### config.mk
export PLATFORM = sky130hd
export DESIGN_NAME = count_game_ctrl
export DESIGN_NICKNAME = d
export VERILOG_FILES = /design/src/rtl/count_game_ctrl.sv
export SDC_FILE = /design/constraint.sdc
export NUM_CORES = 1
export LEC_CHECK = 0
export ABC_AREA = 1
export BUFFER_PORTS_ARGS = -buffer_cell sky130_fd_sc_hd__buf_2
export CORE_AREA = 2 2 79 81
export CTS_BUF_LIST = sky130_fd_sc_hd__clkbuf_4
export CTS_CLUSTER_SIZE = 12
export DETAILED_ROUTE_END_ITERATION = 12
export DIE_AREA = 0 0 81 83
export GPL_ROUTABILITY_DRIVEN = 1
export HOLD_SLACK_MARGIN = 0.12
export PLACE_DENSITY = 0.66
export SLEW_MARGIN = 20
export SYNTH_ARGS = -nofsm -noshare
export SYNTH_HDL_FRONTEND = slang
export SYNTH_SLANG_ARGS = --single-unit
export TNS_END_PERCENT = 1
### constraint.sdc
create_clock -name clk -period 1.7 [get_ports clk]
set_clock_uncertainty 0.05 [all_clocks]
set_input_delay 0.255 -clock clk [delete_from_list [all_inputs] [get_ports clk]]
set_output_delay 0.255 -clock clk [all_outputs]
set_load 0.01 [all_outputs]
### src/rtl/count_game_ctrl.sv
// Count-game sequencer: countdown, BCD hit scoring and beeper start/hold handshake.
// Optional macro COUNT_GAME_PAUSE_EN: a start press during RUN toggles a pause.
module count_game_ctrl #(
  parameter int unsigned TICK_DIV  = 1000,
  parameter int unsigned GAME_SEC  = 30,
  parameter int unsigned ALARM_TMO = 2000
) (
  input  logic       clk,
  input  logic       st,
  input  logic       btn_start,
  input  logic       btn_hit,
  input  logic       beep_over,
  output logic       beep_st,
  output logic [7:0] sec_bcd,
  output logic [7:0] score_bcd,
  output logic [1:0] state,
  output logic       running
);

  localparam int unsigned TMO_W = (ALARM_TMO > 1) ? $clog2(ALARM_TMO) : 1;
  localparam logic [15:0]      TICK_LAST = 16'(TICK_DIV - 1);
  localparam logic [TMO_W-1:0] TMO_LAST  = TMO_W'(ALARM_TMO - 1);
  localparam logic [7:0]       SEC_INIT  = {4'(GAME_SEC / 10), 4'(GAME_SEC % 10)};

  typedef enum logic [1:0] {
    S_IDLE  = 2'b00,
    S_RUN   = 2'b01,
    S_ALARM = 2'b10,
    S_DONE  = 2'b11
  } state_t;

  state_t           r_state;
  logic             r_beep;
  logic [7:0]       r_sec;
  logic [7:0]       r_score;
  logic             r_running;
  logic [15:0]      r_tick;
  logic [TMO_W-1:0] r_timer;
  logic             r_prevStart;
  logic             r_prevHit;

  logic       w_startP;
  logic       w_hitP;
  logic       w_tickWrap;
  logic       w_active;
  logic [7:0] w_secNext;

  function automatic logic [7:0] bcdDec(input logic [7:0] v);
    if (v[3:0] == 4'd0) return {v[7:4] - 4'd1, 4'd9};
    return {v[7:4], v[3:0] - 4'd1};
  endfunction

  // Saturates at 99 so a long game never wraps the displayed score.
  function automatic logic [7:0] bcdInc(input logic [7:0] v);
    if (v == 8'h99) return v;
    if (v[3:0] == 4'd9) return {v[7:4] + 4'd1, 4'd0};
    return {v[7:4], v[3:0] + 4'd1};
  endfunction

  assign w_startP   = btn_start & ~r_prevStart;
  assign w_hitP     = btn_hit & ~r_prevHit;
  assign w_tickWrap = (r_tick == TICK_LAST);
  assign w_secNext  = bcdDec(r_sec);

`ifdef COUNT_GAME_PAUSE_EN
  logic r_pause;
  assign w_active = ~r_pause;
`else
  assign w_active = 1'b1;
`endif

  always_ff @(posedge clk) begin
    if (!st) begin
      r_state     <= S_IDLE;
      r_beep      <= 1'b0;
      r_sec       <= SEC_INIT;
      r_score     <= 8'h00;
      r_running   <= 1'b0;
      r_tick      <= '0;
      r_timer     <= '0;
      r_prevStart <= 1'b1;
      r_prevHit   <= 1'b1;
`ifdef COUNT_GAME_PAUSE_EN
      r_pause     <= 1'b0;
`endif
    end else begin
      r_prevStart <= btn_start;
      r_prevHit   <= btn_hit;
      case (r_state)
        S_IDLE, S_DONE: begin
          if (w_startP) begin
            r_state   <= S_RUN;
            r_running <= 1'b1;
            r_sec     <= SEC_INIT;
            r_score   <= 8'h00;
            r_tick    <= '0;
            r_timer   <= '0;
`ifdef COUNT_GAME_PAUSE_EN
            r_pause   <= 1'b0;
`endif
          end
        end
        S_RUN: begin
`ifdef COUNT_GAME_PAUSE_EN
          if (w_startP) begin
            r_pause   <= ~r_pause;
            r_running <= r_pause;
          end
`endif
          // Leaving RUN below overrides the pause toggle above.
          if (w_active) begin
            if (w_hitP) r_score <= bcdInc(r_score);
            if (w_tickWrap) begin
              r_tick <= '0;
              r_sec  <= w_secNext;
              if (w_secNext == 8'h00) begin
                r_state   <= S_ALARM;
                r_beep    <= 1'b1;
                r_running <= 1'b0;
`ifdef COUNT_GAME_PAUSE_EN
                r_pause   <= 1'b0;
`endif
              end
            end else begin
              r_tick <= r_tick + 16'd1;
            end
          end
        end
        S_ALARM: begin
          if (beep_over || (r_timer == TMO_LAST)) begin
            r_state <= S_DONE;
            r_beep  <= 1'b0;
            r_timer <= '0;
          end else begin
            r_timer <= r_timer + 1'b1;
          end
        end
        default: r_state <= S_IDLE;
      endcase
    end
  end

  assign state     = r_state;
  assign beep_st   = r_beep;
  assign sec_bcd   = r_sec;
  assign score_bcd = r_score;
  assign running   = r_running;

endmodule

==> out/qor.json, run 1 <==
{
  "core_area_mm2": 0.005816,
  "worst_setup_path_end_kind": "register",
  "worst_setup_path_startpoint": "state[0]",
  "synth_area_mm2": 0.002655,
  "largest_net_degree_at_the_start_of_global_routing": 16,
  "cts_root_buf": "sky130_fd_sc_hd__clkbuf_4",
  "failed_checks": "negative setup slack",
  "drc": 0,
  "post-layout-total-power_mw": 5.236,
  "drt_pass1_iterations": 4,
  "num_vias": 2543,
  "ant_nets": 0,
  "dpl_worst_slack_ps": -81.81,
  "cts_max_path_buffers": 2,
  "critical_path.startpoint_type": "register",
  "cp-endpoint": "r_tick[14]",
  "fin_cells": 514,
  "report.final.slew_viol_count": 0,
  "finalNetCount": 453,
  "tightest_slew_ps": 374.1,
  "max-cap-violations": 0,
  "worst-r2r-setup-slack_ps": -20,
  "antenna_found_initial": 0,
  "hold_viol_final": 0,
  "cp.required_ps": 1920,
  "clk_pin_slew_ps": 140,
  "num_antenna_cells": 0,
  "postSynthNetCount": 393,
  "synthCells": 378,
  "synthArstFlopShare_pct": 0,
  "horizontal_die_dimension_um": 81,
  "pwr_density_cell_mw_per_mm2": 1560,
  "total_leakage_power_nw": 1.386,
  "die-area_mm2": 0.006723,
  "synthDistinctLibCells": 37,
  "port-buffer-count": 24,
  "place_congestion": 0.8336,
  "drt_iter0_markers": 152,
  "status": "finished with violations",
  "drive_above_1_share_pct": 27.56,
  "flip_flop_cell_with_the_highest_count_after_synthesis": "sky130_fd_sc_hd__dfxtp_1",
  "synth_sequential_area_ratio_pct": 36.95,
  "globalRouteOverflowTotal": 0,
  "placed_cells": 499,
  "grt_pass1_vias": 2291,
  "critical_path.reg2reg.endpoint": "r_tick[14]",
  "setup_ws_ps": -24.97,
  "die_y_um": 83,
  "floorplan.rows": 28,
  "clock-sinks": 49,
  "fmax_mhz": 579.7,
  "wire_length_of_the_first_global_routing_pass_um": 10220,
  "finished_cell_area_mm2": 0.003356,
  "dp_hpwl_um": 4391,
  "cts_inserted_buffers": 5,
  "r2r.worst_path.cells": 11,
  "cts_max_level": 2,
  "via_per_inst": 4.947,
  "yosys_register_bits": 49,
  "critical_path.max_fanout": 5,
  "placed_cell_area_mm2": 0.003057,
  "yosysWarnings": 0,
  "worst_r2r_startpoint": "state[0]",
  "grt_use_total_pct": 18.77,
  "vdd_ir_drop_max_uv": 912.2,
  "slew-limit-headroom_pct": 75.03,
  "area.growth.synth_to_final_pct": 26.39,
  "count_of_flip_flops_with_a_built_in_enable_after_synthesis": 0,
  "floorplan.initialDensity_pct": 45.65,
  "path_class": "register to register",
  "timing.final.crit_share_pct": 101.5,
  "final_core_utilization_pct": 57.70,
  "rsz_0062_raised_after_global_routing": "yes",
  "tritoncts": "yes",
  "worst_skew_pair.late_latency_ps": 370,
  "cp.arrival_ps": 1950,
  "post_drt_wl_per_cell_um": 11.78,
  "synth.avg_cell_area_um2": 7.024,
  "postRouteWirelength_um": 6056,
  "final.min_clock_period_ps": 1725,
  "ios": 25,
  "min-delay-path-class": "primary input to register",
  "setup_viol": 3
}
[registers in the layout (all words and copies together) (netlist names)]
signal,flops
r_timer,11
r_prevHit,1
running,1
state,2
sec_bcd,8
r_prevStart,1
r_tick,16
beep_st,1
score_bcd,8
[cells in the final DEF, fill, tap and decap left out, drive strengths merged]
cell type and n:
dlygate4sd3 3, o211a 1, dfxtp 49, buf 55, a31oi 2, xor2 3
nand2 74, bufinv 2, nand4 5, nor4 1, a211oi 2, o21ai 20
or2 2, nand3b 1, inv 52, nor3b 2, nand3 29, nor3 15
clkbuf 5, o21a 2, a21oi 30, clkinv 1, xnor2 4, nor2 69
ha 10
[Yosys cell counts (2+ instances only)]
| cell type | number | area share (%) |
|---|---|---|
| sky130_fd_sc_hd__a211oi_2 | 2 | 0.94 |
| sky130_fd_sc_hd__a21oi_1 | 29 | 5.5 |
| sky130_fd_sc_hd__a31oi_1 | 2 | 0.47 |
| sky130_fd_sc_hd__buf_4 | 2 | 0.57 |
| sky130_fd_sc_hd__buf_6 | 2 | 0.85 |
| sky130_fd_sc_hd__dfxtp_1 | 49 | 37 |
| sky130_fd_sc_hd__ha_1 | 10 | 4.7 |
| sky130_fd_sc_hd__inv_1 | 48 | 6.8 |
| sky130_fd_sc_hd__inv_2 | 2 | 0.28 |
| sky130_fd_sc_hd__inv_4 | 2 | 0.47 |
| sky130_fd_sc_hd__nand2_1 | 70 | 9.9 |
| sky130_fd_sc_hd__nand2_2 | 4 | 0.94 |
| sky130_fd_sc_hd__nand3_1 | 26 | 4.9 |
| sky130_fd_sc_hd__nand3_2 | 2 | 0.75 |
| sky130_fd_sc_hd__nand4_1 | 4 | 0.94 |
| sky130_fd_sc_hd__nor2_1 | 61 | 8.6 |
| sky130_fd_sc_hd__nor2_2 | 4 | 0.94 |
| sky130_fd_sc_hd__nor2_4 | 4 | 1.7 |
| sky130_fd_sc_hd__nor3_1 | 14 | 2.6 |
| sky130_fd_sc_hd__o21a_1 | 2 | 0.57 |
| sky130_fd_sc_hd__o21ai_0 | 16 | 3.0 |
| sky130_fd_sc_hd__o21ai_2 | 3 | 0.99 |
| sky130_fd_sc_hd__xnor2_1 | 4 | 1.3 |
| sky130_fd_sc_hd__xor2_1 | 3 | 0.99 |
[per-layer routing]
| layer | vias to the layer above | part of all wire [%] | global-route usage (%) | routed length (um) |
|---|---|---|---|---|
| li1 | 1337 | - | - | - |
| met4 | 0 | 1.5 | 5.855 | 93 |
| met2 | 57 | 46 | 29.08 | 2814 |
| met1 | 1140 | 48 | 26.18 | 2893 |
| met3 | 9 | 4.2 | 3.587 | 254 |
| met5 | - | 0 | 0 | 0 |
[stage by stage]
step,setup TNS [ps],hold WS (ps)
global placement,-55.14,403.1
global route,-417.2,246.3
detailed placement,-556.1,408.6
finish,-39.21,262.3
floorplan,-10.36,298.2
CTS,-17.52,267.1
[power breakdown]
part           internal (mW)  switching (mW)
logic                   1.21            1.67
clock network          0.456           0.380
registers               1.35           0.167
total                   3.01            2.22
[area by class of cell]
| cell class | instances | area [um^2] |
|---|---|---|
| Inverter | 52 | 205.2 |
| Clock buffer | 5 | 37.54 |
| Fill cell | 551 | 2460 |
| Clock inverter | 3 | 65.06 |
| Timing Repair Buffer | 58 | 386.6 |
| Multi-Input combinational cell | 272 | 1575 |
| Tap cell | 75 | 93.84 |
| Sequential cell | 49 | 992.2 |
[cell families (layout without fill, tap and decap cells)]
group,count (synthesis),in the layout,synth area share [%]
xor+xnor,7,7,2.309
buf+inv,57,118,9.095
fa+ha+maj,10,10,4.713
simple gates,198,198,34.59
flops,49,49,36.95
compound gates,57,57,12.35
[how the worst min path moves through the flow]
stage	start	to	slack, ps	depth (start not counted)
finish	beep_over	r_timer[5]	260	6
global route	beep_over	r_timer[5]	250	6
CTS	beep_over	r_timer[5]	270	6
detailed placement	btn_hit	r_prevHit	410	3
global placement	btn_hit	r_prevHit	400	3
floorplan	btn_hit	r_prevHit	300	2
[critical path: stages, from the launching register on]
cell and delay (ps):
sky130_fd_sc_hd__dfxtp_4 400, sky130_fd_sc_hd__inv_4 40, sky130_fd_sc_hd__ha_4 270, sky130_fd_sc_hd__o21ai_4 100, sky130_fd_sc_hd__o21ai_4 110, sky130_fd_sc_hd__buf_6 130, sky130_fd_sc_hd__nor2_4 90, sky130_fd_sc_hd__nand2_2 80
sky130_fd_sc_hd__nor2_4 160, sky130_fd_sc_hd__nand3_2 90, sky130_fd_sc_hd__nand2_2 70, sky130_fd_sc_hd__a21oi_2 30
[what timing repair did]
| action | in CTS | in global routing |
|---|---|---|
| endpoints found under the hold margin | 3 | 0 |
| buffers inserted | 2 | 2 |
| endpoints found under the setup margin | 24 | 33 |
| gates resized for setup | 9 | 32 |
| hold buffers | 3 | 0 |
| pin swaps | 5 | 7 |
Power figures use the tool's default switching activity.
==> run 2: changes to the inputs <==
- PLACE_DENSITY: 0.66 -> default
- RECOVER_POWER: default -> 100
- clock period: 1.7 -> 1.9 ns (I/O delays scaled with it)
==> run 2 against run 1 <==
Net effect: the run now ends clean; power decreased by 25%; first-iteration DRC count shrank 53%; die area did not move; global-route usage fell by 0.91 points; sequential cell count did not move; routed wire length decreased by 7.7%; critical path depth unchanged; clock power shrank 40%; core utilization decreased by 6.0 points; final cell count shrank 4.5%; hold slack improved by 2.3 ps; sequential power down 9.9%; largest cell class unchanged; largest power group unchanged.
==> out/qor.json, run 2 (synthesis results as in run 1) <==
{
  "die-area": {"value": 0.006723, "unit": "mm^2", "change": "unchanged"},
  "p_sw": {"value": 1.830, "unit": "mW", "change": "-18%"},
  "die_y": {"value": 83, "unit": "um", "change": "unchanged"},
  "slew-limit-headroom": {"value": 76.81, "unit": "%", "change": "+1.8 points"},
  "worst_setup_path_end_kind": "register",
  "drt_iter0_markers": {"value": 71, "change": "-53%"},
  "share_comb_of_total_power": {"value": 52.8, "unit": "%", "change": "-2.4 points"},
  "worst_skew_pair.late_latency": {"value": 370, "unit": "ps", "change": "about the same"},
  "fmax_mhz": 558.0,
  "wire_length_of_the_first_global_routing_pass": {"value": 9701, "unit": "um", "change": "-5.1%"},
  "hold-path-endpoint": "r_prevStart",
  "clk_pin_slew": {"value": 150, "unit": "ps", "change": "about the same"},
  "clkPwrFrac": {"value": 12.7, "unit": "%", "change": "-3.3 points"},
  "critical_path.reg2reg.endpoint": "r_tick[12]",
  "largest_net_degree_at_the_start_of_global_routing": {"value": 19, "change": "+3"},
  "tritoncts": "yes",
  "dp_hpwl": {"value": 4228, "unit": "um", "change": "-3.7%"},
  "cts_root_buf": "sky130_fd_sc_hd__clkbuf_4",
  "leading_cell_type_in_the_layout_fill_and_taps_excluded": "sky130_fd_sc_hd__nand2_1",
  "cts_max_path_buffers": {"value": 2, "change": "unchanged"},
  "ios": {"value": 25, "change": "unchanged"},
  "tightest_slew": {"value": 347.4, "unit": "ps", "change": "-26.68 ps"},
  "largest_register_ff_count": {"value": 16, "change": "unchanged"},
  "num_vias": {"value": 2441, "change": "-4.0%"},
  "rsz_0062_raised_after_global_routing": "yes",
  "postCtsSetupBuffers": {"value": 0, "change": "-2"},
  "pwr_density_cell": {"value": 1307, "unit": "mW/mm^2", "change": "-16%"},
  "r2r.worst_path.cells": {"value": 10, "change": "-1"},
  "count_of_cells_along_the_worst_hold_path": {"value": 3, "change": "-3"},
  "min-delay-path-class": "primary input to register",
  "area.growth.synth_to_final_pct": 13.20,
  "cp.required": {"value": 2140, "unit": "ps", "change": "+220 ps"},
  "via_per_inst": {"value": 4.971, "change": "+0.49%"},
  "grt_pass1_vias": {"value": 2170, "change": "-5.3%"},
  "ant_nets": {"value": 0, "change": "unchanged"},
  "post_drt_wl_per_cell": {"value": 11.38, "unit": "um", "change": "-3.4%"},
  "final_cell_mix": "sky130_fd_sc_hd__nand2_1, sky130_fd_sc_hd__nor2_1, sky130_fd_sc_hd__inv_1, sky130_fd_sc_hd__dfxtp_1, sky130_fd_sc_hd__a21oi_1",
  "setup_viol": {"value": 0, "change": "-3"},
  "reg_top3": "r_tick x16, r_timer x11",
  "antenna_found_initial": {"value": 0, "change": "unchanged"},
  "critical_path.max_fanout": {"value": 5, "change": "unchanged"},
  "hold_viol_final": {"value": 0, "change": "unchanged"},
  "core_area": {"value": 0.005816, "unit": "mm^2", "change": "unchanged"},
  "horizontal_die_dimension": {"value": 81, "unit": "um", "change": "unchanged"},
  "final_core_utilization": {"value": 51.68, "unit": "%", "change": "-6.0 points"},
  "holdCritStartpoint": "st",
  "final.min_clock_period_ps": 1792,
  "drt_pass1_iterations": {"value": 4, "change": "unchanged"},
  "tns": {"value": 0, "unit": "ps", "change": "+39.21 ps"},
  "power.share.switching": {"value": 46.58, "unit": "%", "change": "+4.2 points"},
  "status": "finished, final reports clean",
  "worst-r2r-setup-slack": {"value": 130, "unit": "ps", "change": "+150 ps"},
  "holdWs": {"value": 264.6, "unit": "ps", "change": "+2.335 ps"},
  "postRouteWirelength": {"value": 5588, "unit": "um", "change": "-7.7%"},
  "num_antenna_cells": {"value": 0, "change": "unchanged"},
  "power.share.sequential": {"value": 34.5, "unit": "%", "change": "+5.6 points"},
  "grt_use_total": {"value": 17.86, "unit": "%", "change": "-0.91 points"},
  "worst_r2r_startpoint": "state[0]",
  "finalNetCount": {"value": 430, "change": "-5.1%"},
  "vdd_ir_drop_max": {"value": 604.3, "unit": "uV", "change": "-34%"},
  "fin_cells": {"value": 491, "change": "-4.5%"},
  "report.final.slew_viol_count": {"value": 0, "change": "unchanged"},
  "cts_inserted_buffers": {"value": 5, "change": "unchanged"},
  "cts_max_level": {"value": 2, "change": "unchanged"},
  "drive_above_1_share": {"value": 13.94, "unit": "%", "change": "-14 points"},
  "floorplan.rows": {"value": 28, "change": "unchanged"},
  "max-cap-violations": {"value": 0, "change": "unchanged"},
  "drc": {"value": 0, "change": "unchanged"},
  "critical_path.startpoint_type": "primary input",
  "intPower": {"value": 2.099, "unit": "mW", "change": "-30%"},
  "path_class": "primary input to register",
  "place_congestion": {"value": 0.8215, "change": "-1.5%"},
  "floorplan.initialDensity": {"value": 45.65, "unit": "%", "change": "unchanged"},
  "post-layout-total-power": {"value": 3.929, "unit": "mW", "change": "-25%"},
  "port-buffer-count": {"value": 24, "change": "unchanged"},
  "placed_cells": {"value": 481, "change": "-3.6%"},
  "max_flop_register": "r_tick",
  "clock-sinks": {"value": 49, "change": "unchanged"},
  "globalRouteOverflowTotal": {"value": 0, "change": "unchanged"},
  "timing.final.crit_share_pct": 94.32,
  "total_leakage_power": {"value": 1.164, "unit": "nW", "change": "-16%"},
  "cp.arrival": {"value": 2030, "unit": "ps", "change": "+80 ps"}
}
-- run 2: cell count changes in the layout (fill, tap and decap cells not counted), sizes merged --
cell	previous run	this run
buf	55	15
bufinv	2	0
clkbuf	5	23
clkinvlp	0	1
dlygate4sd3	3	2
inv	52	53
-- run 2: metal layers --
layer | vias to the layer above | routed length (um) | global-route usage, % | part of all wire [%]
li1 | 1293 | - | - | -
met1 | 1100 | 2857 | 25.68 | 51
met2 | 41 | 2456 | 26.37 | 44
met3 | 7 | 196 | 3.804 | 3.5
met4 | 0 | 77 | 5.855 | 1.4
met5 | - | 0 | 0 | 0
-- run 2: critical path: stages --
cell                            delay, ps
sky130_fd_sc_hd__dlygate4sd3_1        520
sky130_fd_sc_hd__buf_2                110
sky130_fd_sc_hd__inv_1                 60
sky130_fd_sc_hd__o21ai_2              280
sky130_fd_sc_hd__o21ai_4              150
sky130_fd_sc_hd__nor2_4               150
sky130_fd_sc_hd__nand2_1              120
sky130_fd_sc_hd__nor2_4               160
sky130_fd_sc_hd__nand3_1               90
sky130_fd_sc_hd__nand2_1               70
sky130_fd_sc_hd__nor2_1                30
-- run 2: power by group through the flow --
stage / combinational, mW / sequential [mW] / clock (mW)
finish: 2.07 / 1.36 / 0.499
detailed placement: 1.98 / 1.36 / 0
global route: 2.34 / 1.38 / 0.567
floorplan: 1.40 / 1.40 / 0
CTS: 1.99 / 1.34 / 0.527
global placement: 1.97 / 1.36 / 0
-- run 2: final cells by class --
class                      count  area [um^2]
sequential                    49        984.7
inverter                      52        200.2
multi-input combinational    272         1483
timing repair buffer          35        185.2
clock buffer                   5        37.54
tap                           75        93.84
fill                         620         2810
clock inverter                 3        21.27
-- run 2: stage by stage --
stage,cell area [um^2],setup slack [ps]
floorplan,2655,32.30
global placement,2895,-0.3091
detailed placement,2895,-27.73
CTS,2974,-29.38
global route,3005,-3.333
finish,3005,107.9
-- run 2: worst max path at each step --
stage / to / slack [ps] / start
after floorplan: r_tick[9] / 30 / state[0]
after global placement: r_timer[4] / -0.3 / state[0]
after detailed placement: r_timer[10] / -30 / state[0]
after CTS: r_tick[5] / -30 / state[0]
after global routing: r_tick[14] / -3 / btn_start
final: r_tick[12] / 110 / btn_start
-- run 2: timing repair --
| action | in CTS | in global routing |
|---|---|---|
| hold buffers | 2 | 0 |
| gates cloned | 0 | 0 |
| hold endpoints to repair | 2 | 0 |
| endpoints found under the setup margin | 9 | 36 |
| gates resized for setup | 0 | 14 |
